**config.mk**
```make
export PLATFORM = sky130hd
export DESIGN_NAME = hazard_ctrl
export DESIGN_NICKNAME = d
export VERILOG_FILES = /design/src/rtl/hazard_ctrl.sv
export SDC_FILE = /design/constraint.sdc
export NUM_CORES = 1
export LEC_CHECK = 0
export BUFFER_PORTS_ARGS = -buffer_cell sky130_fd_sc_hd__clkbuf_2
export CAP_MARGIN = 20
export CORE_AREA = 2 2 43 45
export CTS_BUF_LIST = sky130_fd_sc_hd__clkbuf_4 sky130_fd_sc_hd__clkbuf_8
export DETAILED_ROUTE_END_ITERATION = 10
export DIE_AREA = 0 0 45 47
export PLACE_DENSITY_LB_ADDON = 0.3
export SYNTH_ARGS = -nofsm -noshare
export SYNTH_HDL_FRONTEND = slang
export SYNTH_SLANG_ARGS = --single-unit
```
**constraint.sdc**
```tcl
create_clock -name sys_clk -period 1.95 [get_ports sys_clk]
set_input_delay 0.0975 -clock sys_clk [delete_from_list [all_inputs] [get_ports sys_clk]]
set_output_delay 0.0975 -clock sys_clk [all_outputs]
set_load 0.1 [all_outputs]
```
**src/rtl/hazard_ctrl.sv**
```systemverilog
// Pipeline hazard sequencer for the F/D/E/M/W core: stalls, flushes, operand forwarding and the
// multi-cycle execute hold FSM. Define HAZARD_PERF_EN to add StallCnt/FlushCnt event counters.
module hazard_ctrl #(
   parameter int unsigned EX_LAT = 4,
   parameter int unsigned CNT_W  = 4
) (
   input  logic             sys_clk,
   input  logic             sys_rst_n,
   input  logic [3:0]       RA1D,
   input  logic [3:0]       RA2D,
   input  logic [3:0]       RA1E,
   input  logic [3:0]       RA2E,
   input  logic [3:0]       WA3E,
   input  logic [3:0]       WA3M,
   input  logic [3:0]       WA3W,
   input  logic             MemtoRegE,
   input  logic             RegWriteM,
   input  logic             RegWriteW,
   input  logic             PCSrcD,
   input  logic             PCSrcE,
   input  logic             PCSrcM,
   input  logic             BranchTakenE,
   input  logic             MulStartE,
   output logic             StallF,
   output logic             StallD,
   output logic             StallE,
   output logic             FlushD,
   output logic             FlushE,
   output logic             FlushM,
   output logic [1:0]       ForwardAE,
   output logic [1:0]       ForwardBE,
   output logic             ExBusy
`ifdef HAZARD_PERF_EN
   ,
   output logic [31:0]      StallCnt,
   output logic [31:0]      FlushCnt
`endif
);

   typedef enum logic {Run, ExWait} state_e;

   localparam logic [CNT_W-1:0] CntLoad = CNT_W'(EX_LAT - 1);

   state_e           stateQ, stateD;
   logic [CNT_W-1:0] cntQ, cntD;
   logic             ldrStall, pcPend;

   // R15 is the PC, not a bypassable register.
   function automatic logic [1:0] fwdSel(input logic [3:0] ra, input logic rwM,
                                         input logic [3:0] waM, input logic rwW,
                                         input logic [3:0] waW);
      logic [1:0] sel;
      sel = 2'b00;
      if (ra != 4'hF) begin
         if (rwM && (waM == ra)) begin
            sel = 2'b10;
         end else if (rwW && (waW == ra)) begin
            sel = 2'b01;
         end
      end
      return sel;
   endfunction

   assign ldrStall = MemtoRegE && (WA3E != 4'hF) && ((WA3E == RA1D) || (WA3E == RA2D));
   assign pcPend   = PCSrcD || PCSrcE || PCSrcM;

   always_ff @(posedge sys_clk or negedge sys_rst_n) begin
      if (!sys_rst_n) begin
         stateQ <= Run;
         cntQ   <= '0;
      end else begin
         stateQ <= stateD;
         cntQ   <= cntD;
      end
   end

   always_comb begin
      stateD    = stateQ;
      cntD      = cntQ;
      StallF    = 1'b0;
      StallD    = 1'b0;
      StallE    = 1'b0;
      FlushD    = 1'b0;
      FlushE    = 1'b0;
      FlushM    = 1'b0;
      ExBusy    = 1'b0;
      ForwardAE = fwdSel(RA1E, RegWriteM, WA3M, RegWriteW, WA3W);
      ForwardBE = fwdSel(RA2E, RegWriteM, WA3M, RegWriteW, WA3W);
      unique case (stateQ)
         Run: begin
            StallF = ldrStall || pcPend;
            StallD = ldrStall;
            FlushD = pcPend || BranchTakenE;
            FlushE = ldrStall || BranchTakenE;
            // A taken branch squashes the op entering E, so no hold.
            if (MulStartE && !BranchTakenE) begin
               stateD = ExWait;
               cntD   = CntLoad;
            end
         end
         ExWait: begin
            StallF = 1'b1;
            StallD = 1'b1;
            StallE = 1'b1;
            FlushM = 1'b1;
            ExBusy = 1'b1;
            if (cntQ != '0) begin
               cntD = cntQ - 1'b1;
            end
            if (cntQ <= CNT_W'(1)) begin
               stateD = Run;
               cntD   = '0;
            end
         end
         default: begin
            stateD = Run;
            cntD   = '0;
         end
      endcase
      if (!sys_rst_n) begin
         StallF    = 1'b0;
         StallD    = 1'b0;
         StallE    = 1'b0;
         FlushD    = 1'b0;
         FlushE    = 1'b0;
         FlushM    = 1'b0;
         ExBusy    = 1'b0;
         ForwardAE = 2'b00;
         ForwardBE = 2'b00;
      end
   end

`ifdef HAZARD_PERF_EN
   always_ff @(posedge sys_clk or negedge sys_rst_n) begin
      if (!sys_rst_n) begin
         StallCnt <= '0;
         FlushCnt <= '0;
      end else begin
         if (StallF && (StallCnt != '1)) begin
            StallCnt <= StallCnt + 32'd1;
         end
         if ((FlushD || FlushE || FlushM) && (FlushCnt != '1)) begin
            FlushCnt <= FlushCnt + 32'd1;
         end
      end
   end
`endif

endmodule

```
==> metrics.md <==
| Metric | Value |
|---|---|
| Area delta synth->final | 52.1% |
| RSZ-0062 raised after global routing | no |
| Die area | 0.00212 mm² |
| Port bufs | 48 |
| Min Tclk post-route | 1.77 ns |
| Syn_nets | 124 |
| Fin cells | roughly 150 |
| Via density | 5.24 |
| Seq cells post-synth | 5 |
| Peak Freq | 0.566 GHz |
| WP data required | about 1.9 ns |
| Flop2flop setup slack | ~0.46 ns |
| Post_cts resized | 0 |
| DP Worst Slack | between 0.3 and 0.4 ns |
| CP Max Fanout | 2 |
| Die height | 47 µm |
| Htree depth | 1 |
| 1st-iter DRT viols | 9 |
| Peak VDD IR | 832 µV |
| Root buf cell | clkbuf_4 |
| Worst Setup Path Type | input port to output pin |
| Outcome | finished clean |
| Relative slew slack | 0.639 |
| Core ar. | 0.00165 mm² |
| Skew-Pair Late Insertion Delay | 0.24 ns |
| Post-DRT Antenna Nets | 0 |
| Cts bufs inserted | 3 |
| DRC | 0 |
| Crit. End Element | output pin |
| Final Hold Viols | 0 |
| Placed Cells | 149 |
| Worst Hold Path Cells | 4 |
| Total power per unit cell area | 995 mW/mm² |
| Clock Pin Slew Worst Setup and Hold Paths | 0.04 ns |
| Number of distinct library cells after synthesis | 23 |
| CTS tree | done |
| Setup TNS | 0 ns |
| Worst Hold Class | input port to register |
| Worst slew pin tran | about 0.54 ns |
| Synth top area share | 0.196 |
| Mapped Area | between 600 and 700 µm² |
| Sequential share of the synthesized area | 0.196 |
| Area of the multi-input gates | around 500 µm² |
| Leak Pwr | between 0.4 and 0.5 nW |
| Antenna Cells | 0 |
| DR WL/cell | between 10 and 15 µm |
| Syn Inst Count | 84 |
| Total power | 0.964 mW |
| Tot GR Track Use | 0.188 |
| Fin crit share | 0.907 |
| WP data arrival | 1.67 ns |
| R2R depth | 7 |
| CP Launch Type | input port |
| Vias post-DR | 807 |
| Synth top area cells | dfrtp_1 20%, xor2_1 19%, xnor2_1 12%, nand4_1 4.9%, nor2_1 4.7% |
| Initial core utilization | 0.386 |
| Final worst slack | 0.182 ns |
| Hold Path Sink | stateQ$_DFF_PN0_ |
| Smallest hold slack | 0.225 ns |
| WL final | about 1.8 mm |
| I/O Pins | roughly 50 |
| FP Rows | 15 |
| Filler Cells Inserted | about 170 |
| Final setup viols | 0 |
| Die X | around 45 µm |
| Final Max Slew Viols | 0 |
| Initial antenna violation count | 0 |
| Routability cong. | 0.732 |
| Pin count of the biggest net entering global routing | 10 |
| Synth Warn # | 0 |
| DPL Wire Length | 1.56 mm |
| RR Endpoint | cntQ[2]$_DFFE_PN0P_ |
| Share of layout cells above drive strength 1 | 0.431 |
| Synth area leader | dfrtp_1 |
| Vias in the first global route | 731 |
| HP Start | BranchTakenE |
| MaxCap Viol Count | 0 |
| TritonRoute pass-1 iters | 4 |
| Critical R2R Launch | cntQ[0]$_DFFE_PN0P_ |
| GRT overflow | 0 |
| Clock Path Buffers | 2 |
| Mean Syn Cell Area | 7.58 µm² |
| Reg area | between 100 and 150 µm² |
| Clock skew | approximately 0.004 ns |
| Clk sinks | 5 |
| First-pass GRT wire length | 2.89 mm |
| Final net count | roughly 180 |
[placed cells by master, fill, tap and decap left out, types with 3 or more instances in the layout]
cell type | Yosys | final
dfrtp_1 | 5 | 5
nand2_1 | 5 | 5
nor4_1 | 4 | 4
clkbuf_2 | 0 | 45
buf_4 | 2 | 5
xor2_1 | 14 | 14
clkbuf_4 | 0 | 4
o22ai_1 | 3 | 3
xnor2_1 | 9 | 9
nand4_1 | 5 | 5
nor2_1 | 8 | 7
inv_1 | 6 | 6
[critical path, cell delays in order]
cell and delay (ns):
dlygate4sd3_1 0.52, clkbuf_2 0.12, and2_1 0.14, nand4_1 0.12, nor3_2 0.19, clkbuf_2 0.48
[how the worst max path moves through the flow]
| stage | startpoint | to | slack [ns] |
|---|---|---|---|
| 2_1_floorplan | WA3E[1] | FlushE | -0.33 |
| 5_1_grt | sys_rst_n | ForwardAE[0] | 0.12 |
| 4_1_cts | sys_rst_n | ForwardAE[0] | 0.16 |
| 6_report | sys_rst_n | ForwardAE[0] | 0.18 |
| 3_3_place_gp | RA1E[2] | ForwardAE[1] | 0.39 |
| 3_5_place_dp | RA1E[2] | ForwardAE[1] | 0.36 |
[per-stage QoR]
step	cell area [µm²]	utilization
2_1_floorplan	659	-
4_1_cts	968	0.586
6_report	968	0.586
3_3_place_gp	928	0.562
5_1_grt	968	0.586
3_5_place_dp	928	0.562
[state kept, by name (all words and copies together), names as in the netlist]
| register | flops |
|---|---|
| cntQ | 4 |
| stateQ | 1 |
[routing by layer]
layer	vias to the layer above	share of wire	global-route usage
li1	401	-	-
met1	366	0.37	0.213
met2	38	0.53	0.349
met3	2	0.080	0.0269
met4	0	0.013	0.0882
met5	-	0	0
[cells in the mapped netlist]
master     count
a31oi_1        3
nor3_1         4
xnor2_1        9
nand2_1        5
nor2b_1        1
ha_1           2
o211ai_1       1
nand3_1        1
o22ai_1        3
nor4_1         4
nand4_1        5
dfrtp_1        5
a21oi_1        3
buf_4          2
o31ai_1        1
o2bb2ai_1      1
inv_1          6
xor2_1        14
and2_1         1
nand2b_1       1
nor2_1         8
and3_1         2
o21ai_0        2
[area by class of cell]
cell class,count,area share
Inverter,6,0.0233
Multi-Input combinational cell,71,0.513
Clock buffer,4,0.0310
Sequential cell,5,0.129
Tap cell,17,0.0220
Timing Repair Buffer,51,0.282
[cell families (layout without fill, tap and decap cells)]
family          Yosys count  in the layout  share of synthesized area
simple gates             32             32                      0.253
flops                     5              5                      0.196
fa+ha+maj                 2              2                     0.0393
compound gates           14             14                      0.136
buf+inv                   8             61                     0.0589
xor+xnor                 23             23                      0.316
[what timing repair did]
| action | 4_1_cts | 5_1_grt |
|---|---|---|
| setup buffers | 0 | 0 |
| hold buffers | 1 | 0 |
| hold endpoints to repair | 5 | 0 |
[report_power, final]
| part | switching [mW] | internal, mW | leakage, nW |
|---|---|---|---|
| clock | 0.0392 | 0.0910 | 0.0184 |
| combinational | 0.437 | 0.192 | 0.415 |
| sequential | 0.0516 | 0.153 | 0.0630 |
(Power assumes the default switching activity.)
